[src/rtl/multicycle_ctrl_pkg.sv]
// rtl/multicycle_ctrl_pkg.sv - shared encodings for the multi-cycle MIPS control unit
package multicycle_ctrl_pkg;

  typedef enum logic [3:0] {
    S_FETCH, S_DECODE, S_MEMADR, S_MEMRD, S_MEMWB, S_MEMWR, S_EXEC_R,
    S_EXEC_I, S_ALUWB_R, S_ALUWB_I, S_BRANCH, S_JUMP, S_TRAP
  } state_t;

  localparam logic [5:0] OP_RTYPE = 6'b000000;
  localparam logic [5:0] OP_J     = 6'b000010;
  localparam logic [5:0] OP_BEQ   = 6'b000100;
  localparam logic [5:0] OP_BNE   = 6'b000101;
  localparam logic [5:0] OP_ADDI  = 6'b001000;
  localparam logic [5:0] OP_SLTI  = 6'b001010;
  localparam logic [5:0] OP_ANDI  = 6'b001100;
  localparam logic [5:0] OP_ORI   = 6'b001101;
  localparam logic [5:0] OP_XORI  = 6'b001110;
  localparam logic [5:0] OP_LW    = 6'b100011;
  localparam logic [5:0] OP_SW    = 6'b101011;

  localparam logic [5:0] FN_ADD  = 6'b100000;
  localparam logic [5:0] FN_SUB  = 6'b100010;
  localparam logic [5:0] FN_AND  = 6'b100100;
  localparam logic [5:0] FN_OR   = 6'b100101;
  localparam logic [5:0] FN_XOR  = 6'b100110;
  localparam logic [5:0] FN_SLT  = 6'b101010;
  localparam logic [5:0] FN_SLTU = 6'b101011;

  localparam logic [3:0] ALU_AND  = 4'b0000;
  localparam logic [3:0] ALU_OR   = 4'b0001;
  localparam logic [3:0] ALU_ADD  = 4'b0010;
  localparam logic [3:0] ALU_XOR  = 4'b0011;
  localparam logic [3:0] ALU_SUB  = 4'b0110;
  localparam logic [3:0] ALU_SLT  = 4'b0111;
  localparam logic [3:0] ALU_SLTU = 4'b1000;

  localparam logic [1:0] SRCB_RT      = 2'b00;
  localparam logic [1:0] SRCB_FOUR    = 2'b01;
  localparam logic [1:0] SRCB_IMM     = 2'b10;
  localparam logic [1:0] SRCB_IMM_SH2 = 2'b11;

  localparam logic [1:0] PCSRC_ALU    = 2'b00;
  localparam logic [1:0] PCSRC_ALUOUT = 2'b01;
  localparam logic [1:0] PCSRC_JUMP   = 2'b10;

  localparam logic [1:0] ERR_NONE    = 2'b00;
  localparam logic [1:0] ERR_ILLEGAL = 2'b01;
  localparam logic [1:0] ERR_TIMEOUT = 2'b10;

  function automatic logic is_wait_state(input state_t s);
    return (s == S_FETCH) || (s == S_MEMRD) || (s == S_MEMWR);
  endfunction

endpackage

[src/rtl/multicycle_ctrl_alu_dec.sv]
// rtl/multicycle_ctrl_alu_dec.sv - opcode/funct to ALU operation decode with legality flag
module multicycle_ctrl_alu_dec
  import multicycle_ctrl_pkg::*;
(
  input  logic [5:0] op,
  input  logic [5:0] funct,
  output logic [3:0] alu_op,
  output logic       legal
);

  always_comb begin
    alu_op = ALU_ADD;
    legal  = 1'b0;
    if (op == OP_RTYPE) begin
      legal = 1'b1;
      case (funct)
        FN_ADD:  alu_op = ALU_ADD;
        FN_SUB:  alu_op = ALU_SUB;
        FN_AND:  alu_op = ALU_AND;
        FN_OR:   alu_op = ALU_OR;
        FN_XOR:  alu_op = ALU_XOR;
        FN_SLT:  alu_op = ALU_SLT;
        FN_SLTU: alu_op = ALU_SLTU;
        default: legal  = 1'b0;
      endcase
    end else begin
      legal = 1'b1;
      case (op)
        OP_ADDI: alu_op = ALU_ADD;
        OP_SLTI: alu_op = ALU_SLT;
        OP_ANDI: alu_op = ALU_AND;
        OP_ORI:  alu_op = ALU_OR;
        OP_XORI: alu_op = ALU_XOR;
        default: legal  = 1'b0;
      endcase
    end
  end

endmodule

[src/rtl/multicycle_ctrl.sv]
// rtl/multicycle_ctrl.sv - multi-cycle MIPS control FSM with memory-wait timeout and trap
module multicycle_ctrl
  import multicycle_ctrl_pkg::*;
#(
  parameter int ALU_OP_W    = 4,
  parameter int MEM_TIMEOUT = 15,
  parameter int CNT_W       = 8
) (
  input  logic                clk,
  input  logic                rst,
  input  logic [5:0]          op_i,
  input  logic [5:0]          funct_i,
  input  logic                zero_i,
  input  logic                mem_ready_i,
  output logic                pc_write,
  output logic                ir_write,
  output logic                i_or_d,
  output logic                mem_read,
  output logic                mem_write,
  output logic                reg_write,
  output logic                mem_to_reg,
  output logic                reg_dst,
  output logic                alu_srca,
  output logic [1:0]          alu_srcb,
  output logic [ALU_OP_W-1:0] alu_op,
  output logic [1:0]          pc_src,
  output logic                retire_o,
  output logic                err_o,
  output logic [1:0]          err_code_o
);

  state_t           state;
  logic [CNT_W-1:0] wait_cnt;
  logic [1:0]       err_code;
  logic [3:0]       dec_alu_op;
  logic             dec_legal;
  logic             timeout;

  multicycle_ctrl_alu_dec u_alu_dec (
    .op     (op_i),
    .funct  (funct_i),
    .alu_op (dec_alu_op),
    .legal  (dec_legal)
  );

  // Last tolerated wait cycle expired without ready: abandon the access.
  assign timeout = is_wait_state(state) && !mem_ready_i &&
                   (wait_cnt == CNT_W'(MEM_TIMEOUT - 1));

  always_ff @(posedge clk) begin
    if (rst) begin
      state    <= S_FETCH;
      wait_cnt <= '0;
      err_code <= ERR_NONE;
    end else begin
      if (is_wait_state(state) && !mem_ready_i && !timeout)
        wait_cnt <= wait_cnt + 1'b1;
      else
        wait_cnt <= '0;

      if (timeout) begin
        state <= S_TRAP;
        if (err_code == ERR_NONE) err_code <= ERR_TIMEOUT;
      end else begin
        case (state)
          S_FETCH:  if (mem_ready_i) state <= S_DECODE;
          S_DECODE: begin
            if (op_i == OP_LW || op_i == OP_SW)        state <= S_MEMADR;
            else if (op_i == OP_BEQ || op_i == OP_BNE) state <= S_BRANCH;
            else if (op_i == OP_J)                     state <= S_JUMP;
            else if (dec_legal)
              state <= (op_i == OP_RTYPE) ? S_EXEC_R : S_EXEC_I;
            else begin
              state <= S_TRAP;
              if (err_code == ERR_NONE) err_code <= ERR_ILLEGAL;
            end
          end
          S_MEMADR:  state <= (op_i == OP_LW) ? S_MEMRD : S_MEMWR;
          S_MEMRD:   if (mem_ready_i) state <= S_MEMWB;
          S_MEMWR:   if (mem_ready_i) state <= S_FETCH;
          S_EXEC_R:  state <= S_ALUWB_R;
          S_EXEC_I:  state <= S_ALUWB_I;
          S_MEMWB, S_ALUWB_R, S_ALUWB_I, S_BRANCH, S_JUMP: state <= S_FETCH;
          S_TRAP:    state <= S_TRAP;
          default:   state <= S_FETCH;
        endcase
      end
    end
  end

  logic [3:0] alu_op_int;

  always_comb begin
    pc_write   = 1'b0;
    ir_write   = 1'b0;
    i_or_d     = 1'b0;
    mem_read   = 1'b0;
    mem_write  = 1'b0;
    reg_write  = 1'b0;
    mem_to_reg = 1'b0;
    reg_dst    = 1'b0;
    alu_srca   = 1'b0;
    alu_srcb   = SRCB_RT;
    alu_op_int = ALU_ADD;
    pc_src     = PCSRC_ALU;
    retire_o   = 1'b0;
    err_o      = 1'b0;
    err_code_o = err_code;
    case (state)
      S_FETCH: begin
        mem_read = !timeout;
        if (mem_ready_i) begin
          ir_write = 1'b1;
          pc_write = 1'b1;
          alu_srcb = SRCB_FOUR;
        end
      end
      S_DECODE: alu_srcb = SRCB_IMM_SH2;
      S_MEMADR: begin
        alu_srca = 1'b1;
        alu_srcb = SRCB_IMM;
      end
      S_MEMRD: begin
        mem_read = !timeout;
        i_or_d   = 1'b1;
      end
      S_MEMWB: begin
        reg_write  = 1'b1;
        mem_to_reg = 1'b1;
        retire_o   = 1'b1;
      end
      S_MEMWR: begin
        mem_write = !timeout;
        i_or_d    = 1'b1;
        retire_o  = mem_ready_i;
      end
      S_EXEC_R, S_EXEC_I: begin
        alu_srca   = 1'b1;
        alu_srcb   = (state == S_EXEC_R) ? SRCB_RT : SRCB_IMM;
        alu_op_int = dec_alu_op;
      end
      S_ALUWB_R, S_ALUWB_I: begin
        reg_write = 1'b1;
        reg_dst   = (state == S_ALUWB_R);
        retire_o  = 1'b1;
      end
      S_BRANCH: begin
        alu_srca   = 1'b1;
        alu_op_int = ALU_SUB;
        pc_src     = PCSRC_ALUOUT;
        pc_write   = (op_i == OP_BNE) ? !zero_i : zero_i;
        retire_o   = 1'b1;
      end
      S_JUMP: begin
        pc_src   = PCSRC_JUMP;
        pc_write = 1'b1;
        retire_o = 1'b1;
      end
      S_TRAP: begin
        err_o      = 1'b1;
        alu_op_int = 4'b0000;
      end
      default: ;
    endcase
    // Reset must never leak a write strobe, so everything is gated here.
    if (rst) begin
      pc_write   = 1'b0;
      ir_write   = 1'b0;
      i_or_d     = 1'b0;
      mem_read   = 1'b0;
      mem_write  = 1'b0;
      reg_write  = 1'b0;
      mem_to_reg = 1'b0;
      reg_dst    = 1'b0;
      alu_srca   = 1'b0;
      alu_srcb   = 2'b00;
      alu_op_int = 4'b0000;
      pc_src     = 2'b00;
      retire_o   = 1'b0;
      err_o      = 1'b0;
      err_code_o = 2'b00;
    end
  end

  assign alu_op = ALU_OP_W'(alu_op_int);

endmodule
[config.mk]
export PLATFORM = sky130hd
export DESIGN_NAME = multicycle_ctrl
export DESIGN_NICKNAME = d
export VERILOG_FILES = /design/src/rtl/multicycle_ctrl_pkg.sv /design/src/rtl/multicycle_ctrl_alu_dec.sv /design/src/rtl/multicycle_ctrl.sv
export SDC_FILE = /design/constraint.sdc
export NUM_CORES = 1
export LEC_CHECK = 0
export ABC_AREA = 0
export BUFFER_PORTS_ARGS = -buffer_cell sky130_fd_sc_hd__buf_2
export CORE_UTILIZATION = 25
export DETAILED_ROUTE_END_ITERATION = 16
export PLACE_DENSITY = 0.51
export REMOVE_ABC_BUFFERS = 1
export SETUP_SLACK_MARGIN = 0.2
export SKIP_LAST_GASP = 1
export SYNTH_ARGS = -nofsm -noshare
export SYNTH_HDL_FRONTEND = slang
export SYNTH_HIERARCHICAL = 1
export SYNTH_SLANG_ARGS = --single-unit
[constraint.sdc]
create_clock -name clk -period 2.39 [get_ports clk]
set_input_delay 0 -clock clk [delete_from_list [all_inputs] [get_ports clk]]
set_output_delay 0 -clock clk [all_outputs]
set_load 0.01 [all_outputs]
* Yosys cells after proc, flatten, opt, wreduce, memory -nomap -nowiden
Index checks and enable logic that the tools add are counted.
Word-level totals: word-level logic and storage cells 132, memories 0, memory bits (read-only) 0, input bits 16, flip-flop bits (word level) 14, bits in latches 0, memory bits (writable) 0, output and inout port bits 21
Operators by class: reduce and logical (&&, ||, !) cells 28, mux-type cells 58, shift-type cells 0, multipliers 0, bitwise operators 1, div/mod/pow operators 0, equality and inequality tests 40, $add $sub $neg 1, magnitude comparators 0
Operator list (count):
- equality test 6 bit (second input constant) | 9
- 2-to-1 mux 4 bit | 10
- case mux 4 bit (8 select lines) | 1
- equality test 6 x 4 -> 1 bit (second input constant) | 5
- 2-to-1 mux 1 bit | 27
- 2-to-1 mux 2 bit | 12
- case mux 4 bit (6 select lines) | 1
- equality test 4 bit (second input constant) | 5
- equality test 4 x 3 -> 1 bit (second input constant) | 4
- equality test 6 x 3 -> 1 bit (second input constant) | 2
- inequality test 2 bit (second input constant) | 6
- case mux 3 bit (4 select lines) | 1
- case mux 4 bit (3 select lines) | 1
- OR reduction 2 bit | 6
- OR reduction 5 bit | 2
- inequality test 3 bit (second input constant) | 3
- adder 8 x 1 -> 8 bit (second input constant) | 1
- equality test 4 x 2 -> 1 bit (second input constant) | 2
- equality test 8 x 4 -> 1 bit (second input constant) | 1
- case mux 2 bit (4 select lines) | 1
- OR reduction 7 bit | 1
- equality test 6 x 2 -> 1 bit (second input constant) | 1
- zero test 6 bit | 1
- AND reduction 3 bit | 2
- 16 further kinds | 23

* Depth between registers and ports, before layout
Gate-level depths: netlist (run 1).
depth after elaboration 10, gate-level depth with buffers 8, depth with buffers taken out 8

* By module
The synthesis (run 1) kept the hierarchy.
Modules (own cells, without submodules):
- multicycle_ctrl | area each 1191.1 um^2, seq. area each 280.3 um^2, cells an instance 159, instances 1
- multicycle_ctrl_alu_dec | area each 180.2 um^2, seq. area each 0.0 um^2, cells an instance 28, instances 1

* Worst setup path before layout (run 1)
Ideal clock, no wire load.
path type reg-to-reg, start reg wait_cnt[0], end reg err_code[1], data arrival time 1.481 ns, buffers on the path 0, data required time 2.319 ns, stages on the path, launching flop included 7, library setup time 0.071 ns, clock period less this slack 1.551 ns, setup slack 0.839 ns, cell sequence dfxtp_1 > inv_1 > ha_1 > nand4b_1 > or4_1 > or3_1 > a21oi_1
On the way: cells in the longest elaborated chain, start to end 4, elaborated cells on any way between the ends 9, classes of those cells eq/ne: 5; mux: 1; reduce/logical: 3
RTL lines:
- start, declared | line multicycle_ctrl.sv:33 | logic [CNT_W-1:0] wait_cnt;
- start signal, assigned | line multicycle_ctrl.sv:57 | wait_cnt <= wait_cnt + 1'b1;
- equality test 8 x 4 -> 1 bit * | line multicycle_ctrl.sv:48 | (wait_cnt == CNT_W'(MEM_TIMEOUT - 1));
- logical AND 1 bit * | line multicycle_ctrl.sv:47 | assign timeout = is_wait_state(state) && !mem_ready_i &&
- inequality test 2 bit (no source line), or another cell as far along
- AND reduction 6 bit (no source line)
- end signal, assigned | line multicycle_ctrl.sv:54 | err_code <= ERR_NONE;
- end signal, assigned | line multicycle_ctrl.sv:63 | if (err_code == ERR_NONE) err_code <= ERR_TIMEOUT;
- end signal, assigned | line multicycle_ctrl.sv:75 | if (err_code == ERR_NONE) err_code <= ERR_ILLEGAL;
- end, declared | line multicycle_ctrl.sv:34 | logic [1:0] err_code;
Every way passes the cells marked *; elsewhere a longest branch is shown, timed or not. A chain may end at the register's enable or synchronous reset.

* Final worst setup path (run 1)
start reg state[1], end out mem_write
On the way: cells in the longest elaborated chain, start to end 8, elaborated cells on any way between the ends 10, classes of those cells eq/ne: 2; mux: 2; reduce/logical: 6
RTL lines:
- start, declared | line multicycle_ctrl.sv:32 | state_t state;
- start signal, assigned | line multicycle_ctrl.sv:72 | state <= (op_i == OP_RTYPE) ? S_EXEC_R : S_EXEC_I;
- start signal, assigned | line multicycle_ctrl.sv:78 | S_MEMADR: state <= (op_i == OP_LW) ? S_MEMRD : S_MEMWR;
- equality test 4 x 2 -> 1 bit / zero test 4 bit (equally long branches) | line multicycle_ctrl_pkg.sv:51 | return (s == S_FETCH) || (s == S_MEMRD) || (s == S_MEMWR);
- logical OR 1 bit (2 in series) | line multicycle_ctrl_pkg.sv:51
- logical AND 1 bit (2 in series) | line multicycle_ctrl.sv:47
- zero test 1 bit | line multicycle_ctrl.sv:133 | mem_write = !timeout;
- 2-to-1 mux 1 bit * | line multicycle_ctrl.sv:109 | case (state)
- 2-to-1 mux 1 bit * | line multicycle_ctrl.sv:166 | if (rst) begin
- end, declared | line multicycle_ctrl.sv:19 | output logic mem_write,
Marks and branches as above.

==> metrics.txt, run 1 <==
result of the run=finished, final reports clean; CORE AREA=5200 µm²; via density per instance=5.05; number of enable flip-flop cells after synthesis=0; FFs w/ async S/R, synth=0; main flop type after synthesis=dfxtp_1; final standard cell utilization of the core=0.316; total vias in the final route=1455; Final setup viols=0; weighted congestion reported at the end of routability-driven placement=0.757; total number of nets in the final design=238; maximum fanout along the worst path=9; # port buffers=36; detailed-routing iteration count for the pre-antenna-repair pass=4; detailed placer's ending HPWL=2.60 mm; largest vdd supply drop=182 µV; depth of the CTS H-tree=1; largest net degree at the start of global routing=24; Initial Utilization=0.263; launch point of the worst hold path=rst; Final Non-Filler Cells=288; Cells after Synth=187; cell accounting for the most synthesized area=dfxtp_1; Cells on Worst Hold Path=2; die extent in y=76.1 µm; Layout fillers=581; total buffers and inverters traversed by the critical path=1; Worst Hold Class=in -> reg; DRC violations left=0; post-synthesis instance area=1370 µm²; detailed-route wire length per cell=12.2 µm; required time reported for the critical path endpoint=2390 ps; crit-path max cell delay=500 ps; ports placed on the boundary=37; reported max-cap violation count=0; Max clock buf depth=2; die boundary width=76.1 µm; number of synthesized register bits=14; Reg clk slew, reported paths=50 ps; global-route usage over all layers=0.123; top achievable clock speed=494 MHz; critical setup path kind=reg -> out; count of yosys warnings during synthesis=6; actual transition at the worst max-transition pin=425 ps; cell total after placement=285; Sequential Power Share=0.362; total power consumption of the routed design=0.000723 W; Slew Viols, Final=0; ratio of cells with drive above 1 in the final layout=0.239; end point of the most critical hold path=state[2]; via count of the first global-routing pass=1334; flop2flop setup slack=630 ps; initial DRC count=78; root buffer selected by CTS=clkbuf_8; logic depth of the worst register-to-register path=5; worst r2r src=state[3]; crit path capture type=primary output; relative contribution of the clock network to total power=0.261; Hold Vio Cnt, Final=0; critical path startpoint category=flip-flop; setup repair after global routing missed its margin=false; top cells by area, synth=dfxtp_1 (20%), nor2_1 (6.3%), xor2_1 (4.5%); setup TNS=0 ps; clock tree from TritonCTS=done; part of the power in combinational logic=0.377; cts bufs inserted=3; number of antenna violations at the first check in global routing=0; growth of design area from synthesis to finish=20.1%; wire length of the first global-routing pass=6.03 mm; cts hold-fix bufs=0; ranking of synthesized cells by instance count=nor2_1 (23), dfxtp_1 (14), nand2_1 (13); most common cell in the synthesized netlist=nor2_1; number of cell rows=26; worst max-slew margin expressed relative to the limit=0.714; Leak Pwr=0.638 nW; data arrival time of the critical path=2030 ps; total detailed-routing wirelength=3.50 mm; number of distinct library cell variants in the gate-level netlist after synthesis=52; net switching fraction of the power=0.347; worst clock skew=1.08 ps; die area=5790 µm²; power density of the placed cells=439 nW/µm²; Cell Int Power=0.000472 W; proportion of synthesized chip area in sequential cells=0.204; RR Endpoint=state[3]; ordered list of cells on the worst path=xor2_1 -> a2bb2oi_2 -> o21bai_2 -> nor4_1 -> buf_2; Largest delay share family, worst path=flip-flops; total number of clock tree sinks=14; worst setup slack before clock tree synthesis=543 ps; final worst slack=364 ps; shortest period the worst path allows=2030 ps; clk_lat worst skew=240 ps; diode count=0; grt ovf=0; Yosys top cell area share=0.204; P_sw=0.000250 W; slowest CP cell=dfxtp_1; antenna-violating nets left=0; Final Cycle Share=0.848; mean instance size in the synthesized netlist=7.33 µm²
[cell type report]
cell class	count	area (µm²)	share of cell area
multi-input combinational	154	1000	0.608
sequential	14	280	0.170
timing repair buffer	40	210	0.128
tap	70	87.6	0.0532
clock buffer	3	41.3	0.0251
inverter	7	26.3	0.0160
[worst register-to-register path, stage by stage (launching register included)]
cell and delay (ps):
dfxtp_1 380, buf_4 230, or4b_4 570, a21oi_4 160
a21bo_1 220, a31oi_1 140
[cell families (layout without fill, tap and decap cells)]
kind of cell	after synthesis	count (layout)	synth area share
xor+xnor	10	10	0.0639
simple gates	95	95	0.404
buf+inv	19	50	0.0684
compound gates	47	47	0.241
fa+ha+maj	2	2	0.0182
flops	14	14	0.204
[state kept, by name, indices dropped and copies added, names as in the netlist]
signal and flops:
err_code 2, state 4, wait_cnt 8
[worst max path at each step]
stage / startpoint / to / slack, ps / cells after the start
after floorplan: state[1] / mem_write / 670 / 4
after global routing: state[1] / mem_write / 220 / 5
after CTS: state[1] / mem_write / 300 / 5
after detailed placement: op_i[0] / state[0] / 540 / 8
after global placement: op_i[0] / state[0] / 530 / 8
final: state[1] / mem_write / 360 / 5
[placed cells by master (no fill, tap or decap), drive strengths merged, types with 3 or more instances in the layout]
cell	instances
dfxtp	14
nand2	13
nand4	3
nor4	6
nor4b	5
inv	7
nand2b	7
clkbuf	3
xor2	7
nor2b	3
a31oi	4
nor2	23
nand3	7
xnor2	3
and2	4
or3	3
buf	40
o21bai	5
nor3	7
o21ai	7
a21oi	12
[metal layers]
metal / vias up / GRT usage / part of all wire
li1: 753 / - / -
met1: 671 / 0.169 / 0.50
met2: 29 / 0.196 / 0.46
met3: 2 / 0.0180 / 0.035
met4: 0 / 0.0442 / 0.0034
met5: - / 0 / 0
[timing repair]
item,CTS,global route
setup buffers,0,0
gates resized for setup,0,1
endpoints found under the setup margin,0,2
[through the flow]
step | hold slack, ps | area (µm²)
after global routing | 189 | 1650
after floorplan | 42.9 | 1300
final | 168 | 1650
after detailed placement | 421 | 1600
after global placement | 419 | 1600
after CTS | 171 | 1640
[power groups by stage]
stage	Combinational, W	Sequential [W]	Clock, W
2_1_floorplan	0.000154	0.000285	0
3_5_place_dp	0.000272	0.000266	0
4_1_cts	0.000273	0.000261	0.000194
3_3_place_gp	0.000275	0.000266	0
6_report	0.000272	0.000262	0.000189
5_1_grt	0.000306	0.000263	0.000208
No activity file was read; power rests on OpenSTA's default activity.
==> run 2, diff against run 1 <==
Clock period 2.39 ns to 2.1 ns, I/O delays scaled along.
==> metrics.txt, run 2 (synthesis gave the netlist of run 1 again) <==
result of the run=finished, final reports clean (unchanged); DRC violations left=0 (unchanged); commonest cells after routing, fill and taps aside=buf_2 (36), nor2_1 (22), nand2_1 (13) (was buf_2 (36), nor2_1 (23), dfxtp_1 (14)); Slew Viols, Final=0 (unchanged); total number of clock tree sinks=14 (unchanged); source of the critical timing path=wait_cnt[0] (was state[1]); required time reported for the critical path endpoint=2270 ps (was 2390 ps); shortest period the worst path allows=1830 ps; weighted congestion reported at the end of routability-driven placement=0.781 (was 0.757); capturing element of the worst setup path=err_code[1] (was mem_write); grt ovf=0 (unchanged); setup TNS=0 ps (unchanged); CORE AREA=5200 µm² (unchanged); setup repair after global routing missed its margin=true (was false); antenna-violating nets left=0 (unchanged); cts bufs inserted=3 (unchanged); Reg clk slew, reported paths=50 ps (about the same); # port buffers=36 (unchanged); area of placed instances=1620 µm² (was 1600 µm²); total detailed-routing wirelength=3.63 mm (was 3.50 mm); worst clock skew=1.27 ps (was 1.08 ps); topmost layer with routed signal wires=met4 (unchanged); Largest delay share family, worst path=simple AND/OR/NAND/NOR gates (was flip-flops); data arrival time of the critical path=2000 ps (was 2030 ps); Max clock buf depth=2 (unchanged); leading cell type in the layout, fill and taps excluded=buf_2 (unchanged); Layout fillers=597 (was 581); via density per instance=4.88 (was 5.05); flop2flop setup slack=270 ps (was 630 ps); WL met1=2.00 mm (was 1.74 mm); total vias in the final route=1429 (was 1455); logic depth of the worst register-to-register path=7 (was 5); growth of design area from synthesis to finish=26.2% (was 20.1%); top achievable clock speed=545 MHz; Post-Layout Inst Area=1730 µm² (was 1650 µm²); cell total after placement=288 (was 285); actual transition at the worst max-transition pin=415 ps (was 425 ps); Initial Utilization=0.263 (unchanged); RR Endpoint=err_code[1] (was state[3]); largest net degree at the start of global routing=23 (was 24); Final Non-Filler Cells=293 (was 288); detailed placer's ending HPWL=2.74 mm (was 2.60 mm); crit path capture type=flip-flop (was primary output); worst setup slack before clock tree synthesis=286 ps (was 543 ps); total number of nets in the final design=243 (was 238); global-route usage over all layers=0.125 (was 0.123); detailed-routed wire length on met3=109 µm (was 123 µm); total buffers and inverters traversed by the critical path=2 (was 1); Leak Pwr=0.673 nW (was 0.638 nW); number of antenna violations at the first check in global routing=0 (unchanged); registers with the most flip-flops=wait_cnt (8), state (4), err_code (2) (unchanged); root buffer selected by CTS=clkbuf_8 (unchanged); detailed-routing iteration count for the pre-antenna-repair pass=4 (unchanged); largest vdd supply drop=210 µV (was 182 µV); ports placed on the boundary=37 (unchanged); reported max-cap violation count=0 (unchanged); worst r2r src=wait_cnt[0] (was state[3]); maximum fanout along the worst path=6 (was 9); WL met2=1.49 mm (was 1.63 mm); detailed-route wire length per cell=12.4 µm (was 12.2 µm); flip-flop count of the largest register after layout=8 (unchanged); final worst slack=266 ps (was 364 ps); critical path startpoint category=flip-flop (unchanged); worst max-slew margin expressed relative to the limit=0.716 (was 0.714); ordered list of cells on the worst path=inv_1 -> ha_1 -> nand4b_1 -> or4_4 -> buf_4 -> or3_1 -> a21oi_1 (was xor2_1 -> a2bb2oi_2 -> o21bai_2 -> nor4_1 -> buf_2); critical setup path kind=reg -> reg (was reg -> out); Hold Vio Cnt, Final=0 (unchanged); power density of the placed cells=490 nW/µm² (was 439 nW/µm²); clock tree from TritonCTS=done (unchanged); depth of the CTS H-tree=1 (unchanged); wire length of the first global-routing pass=6.07 mm (was 6.03 mm); Worst Hold Class=in -> reg (unchanged); number of stages on the worst setup path=7 (was 5); ratio of cells with drive above 1 in the final layout=0.300 (was 0.239); die area=5790 µm² (unchanged); Final Cycle Share=0.873; die extent in y=76.1 µm (unchanged); die boundary width=76.1 µm (unchanged); number of cell rows=26 (unchanged); Final setup viols=0 (unchanged); slowest CP cell=or4_4 (was dfxtp_1); clk_lat worst skew=240 ps (about the same); initial DRC count=115 (was 78); diode count=0 (unchanged); via count of the first global-routing pass=1247 (was 1334); crit-path max cell delay=470 ps (was 500 ps); total power consumption of the routed design=0.000848 W (was 0.000723 W); register with the highest flop count=wait_cnt (unchanged)
## run 2: cell count changes in the layout (fill, tap and decap cells not counted), moves of 2 or more
cell	delta
buf_4	+5
nor4_1	-2
dfxtp_2	+4
dfxtp_1	-4
nor4_2	+2
## run 2: final cells by class
class | instances | area (µm²) | share of cell area
timing repair buffer | 45 | 248 | 0.143
inverter | 7 | 26.3 | 0.0152
multi-input combinational | 154 | 1040 | 0.602
clock buffer | 3 | 41.3 | 0.0239
tap | 70 | 87.6 | 0.0506
sequential | 14 | 285 | 0.165
## run 2: power breakdown
part	total, W	switching [W]	internal [W]
Sequential	0.000314	0.0000306	0.000284
Combinational	0.000321	0.000181	0.000140
Clock	0.000212	0.0000857	0.000127
Total	0.000848	0.000297	0.000551
## run 2: timing repair
item / CTS / global route
hold buffers: 0 / 0
resized for setup: 3 / 10
endpoints found under the setup margin: 2 / 3
pin swaps: 0 / 2
buffers inserted: 0 / 2
gates cloned: 0 / 0
## run 2: worst min-delay path by stage
| stage | startpoint | to | slack, ps | cells after the start |
|---|---|---|---|---|
| CTS | rst | err_code[1] | 170 | 2 |
| global route | rst | state[2] | 190 | 2 |
| floorplan | rst | err_code_o[1] | 40 | 1 |
| global placement | rst | err_code[1] | 420 | 2 |
| detailed placement | rst | state[2] | 420 | 2 |
| finish | rst | err_code[1] | 180 | 2 |
## run 2: layer usage
metal / vias up / GRT usage
met1: 642 / 0.190
met5: - / 0
li1: 761 / -
met4: 0 / 0.0346
met3: 2 / 0.0120
met2: 24 / 0.185
## run 2: metrics by stage
stage / util / hold WS (ps)
after floorplan: - / 42.9
after global placement: 0.312 / 415
after detailed placement: 0.312 / 420
after CTS: 0.322 / 167
after global routing: 0.332 / 193
final: 0.332 / 179
==> run 3, diff against run 2 <==
--- a/config.mk
+++ b/config.mk
@@ -11,4 +11,5 @@
 export DETAILED_ROUTE_END_ITERATION = 16
 export PLACE_DENSITY = 0.51
+export RECOVER_POWER = 50
 export REMOVE_ABC_BUFFERS = 1
 export SETUP_SLACK_MARGIN = 0.2
==> constraint.sdc (replaced) <==
create_clock -name clk -period 2.4 [get_ports clk]
set_input_delay 0 -clock clk [delete_from_list [all_inputs] [get_ports clk]]
set_output_delay 0 -clock clk [all_outputs]
set_load 0.02 [all_outputs]
==> metrics.txt, run 3 (synthesis gave the netlist of run 1 again) <==
antenna-violating nets left=0 (unchanged); setup TNS=0 ps (unchanged); wire length of the first global-routing pass=5.94 mm (was 6.07 mm); root buffer selected by CTS=clkbuf_8 (unchanged); Final Cycle Share=0.847 (was 0.873); diode count=0 (unchanged); required time reported for the critical path endpoint=2540 ps (was 2270 ps); cts hold-fix bufs=0 (unchanged); crit-path max cell delay=660 ps (was 470 ps); topmost layer with routed signal wires=met4 (unchanged); result of the run=finished, final reports clean (unchanged); Leak Pwr=0.589 nW (was 0.673 nW); end point of the most critical hold path=err_code[1] (unchanged); postcts setup bufs=0 (unchanged); reported max-cap violation count=0 (unchanged); register with the highest flop count=wait_cnt (unchanged); die extent in y=76.1 µm (unchanged); Largest delay share family, worst path=simple AND/OR/NAND/NOR gates (unchanged); WL met2=1.55 mm (was 1.49 mm); shortest period the worst path allows=2030 ps (was 1830 ps); total detailed-routing wirelength=3.59 mm (was 3.63 mm); total number of clock tree sinks=14 (unchanged); slowest CP cell=or4b_1 (was or4_4); Max clock buf depth=2 (unchanged); CORE AREA=5200 µm² (unchanged); detailed-routed wire length on met3=147 µm (was 109 µm); initial DRC count=75 (was 115); RR Endpoint=state[2] (was err_code[1]); largest net degree at the start of global routing=23 (unchanged); Post-Layout Inst Area=1640 µm² (was 1730 µm²); die area=5790 µm² (unchanged); clock tree from TritonCTS=done (unchanged); Reg clk slew, reported paths=60 ps (was 50 ps); detailed-routing iteration count for the pre-antenna-repair pass=4 (unchanged); grt ovf=0 (unchanged); die boundary width=76.1 µm (unchanged); leading cell type in the layout, fill and taps excluded=buf_2 (unchanged); area of placed instances=1600 µm² (was 1620 µm²); critical setup path kind=reg -> reg (unchanged); crit path capture type=flip-flop (unchanged); largest vdd supply drop=227 µV (was 210 µV); DRC violations left=0 (unchanged); launch point of the worst hold path=rst (unchanged); actual transition at the worst max-transition pin=568 ps (was 415 ps); depth of the CTS H-tree=1 (unchanged); final worst slack=368 ps (was 266 ps); via density per instance=4.94 (was 4.88); number of cell rows=26 (unchanged); logic depth of the worst register-to-register path=5 (was 7); worst hold slack=176 ps (was 179 ps); data arrival time of the critical path=2180 ps (was 2000 ps); worst clock skew=3.80 ps (was 1.27 ps); detailed placer's ending HPWL=2.65 mm (was 2.74 mm); registers with the most flip-flops=wait_cnt (8), state (4), err_code (2) (unchanged); total number of nets in the final design=238 (was 243); via count of the first global-routing pass=1291 (was 1247); flip-flop count of the largest register after layout=8 (unchanged); Cells on Worst Hold Path=2 (unchanged); Worst Hold Class=in -> reg (unchanged); Hold Vio Cnt, Final=0 (unchanged); ordered list of cells on the worst path=clkbuf_1 -> or4b_1 -> a21oi_4 -> a21oi_1 -> o32ai_1 (was inv_1 -> ha_1 -> nand4b_1 -> or4_4 -> buf_4 -> or3_1 -> a21oi_1); Final setup viols=0 (unchanged); number of antenna violations at the first check in global routing=0 (unchanged); weighted congestion reported at the end of routability-driven placement=0.747 (was 0.781); total buffers and inverters traversed by the critical path=1 (was 2); commonest cells after routing, fill and taps aside=buf_2 (24), nor2_1 (23), dfxtp_1 (14) (was buf_2 (36), nor2_1 (22), nand2_1 (13)); Slew Viols, Final=0 (unchanged); Layout fillers=603 (was 597); detailed-route wire length per cell=12.4 µm (about the same); # port buffers=36 (unchanged); growth of design area from synthesis to finish=19.4% (was 26.2%); ports placed on the boundary=37 (unchanged); WL met1=1.86 mm (was 2.00 mm); setup repair after global routing missed its margin=false (was true); worst r2r src=state[3] (was wait_cnt[0]); critical path startpoint category=flip-flop (unchanged); global-route usage over all layers=0.124 (was 0.125); worst max-slew margin expressed relative to the limit=0.622 (was 0.716); post-CTS sizing=0 (was 3); maximum fanout along the worst path=14 (was 6); total power consumption of the routed design=0.000772 W (was 0.000848 W); clk_lat worst skew=240 ps (about the same); Initial Utilization=0.263 (unchanged); top achievable clock speed=492 MHz (was 545 MHz); ratio of cells with drive above 1 in the final layout=0.178 (was 0.300); number of stages on the worst setup path=5 (was 7); worst setup slack before clock tree synthesis=557 ps (was 286 ps); power density of the placed cells=471 nW/µm² (was 490 nW/µm²); cts bufs inserted=3 (unchanged); total vias in the final route=1428 (was 1429); flop2flop setup slack=370 ps (was 270 ps)
==> run 3: per-layer routing <==
layer  up-vias  global-route usage
met5         -                   0
met1       657               0.169
li1        749                   -
met2        20               0.199
met3         2              0.0204
met4         0              0.0346
==> run 3: stage by stage <==
stage	cells	util
after floorplan	175	-
after detailed placement	285	0.308
final	289	0.315
after CTS	289	0.318
after global routing	289	0.315
after global placement	285	0.308
==> run 3: layout make-up <==
type | instances | area [µm²] | area share
inverter | 7 | 26.3 | 0.0160
multi-input combinational | 154 | 997 | 0.609
tap | 70 | 87.6 | 0.0535
timing repair buffer | 40 | 191 | 0.117
clock buffer | 4 | 55.1 | 0.0336
sequential | 14 | 280 | 0.171
==> run 3: worst max path at each step <==
stage                      from          end
detailed placement      op_i[0]     state[0]
finish                 state[3]     state[2]
global placement        op_i[0]     state[0]
floorplan              state[1]  alu_srcb[1]
global route           state[3]     pc_write
CTS                 wait_cnt[0]    mem_write
==> run 3: worst reg2reg max path: cells and delay by family, from the launching register on <==
family | cells | cell delay, ps
AO/OA/AOI/OAI | 3 | 550
buffers and inverters | 1 | 320
flip-flops | 1 | 400
AND/OR/NAND/NOR | 1 | 660
==> run 3: where the power goes <==
part	switching [W]	internal, W	leakage, nW	total (W)
combinational	0.000170	0.000107	0.447	0.000276
clock	0.0000845	0.000145	0.0288	0.000230
sequential	0.0000197	0.000246	0.114	0.000266
total	0.000274	0.000498	0.589	0.000772
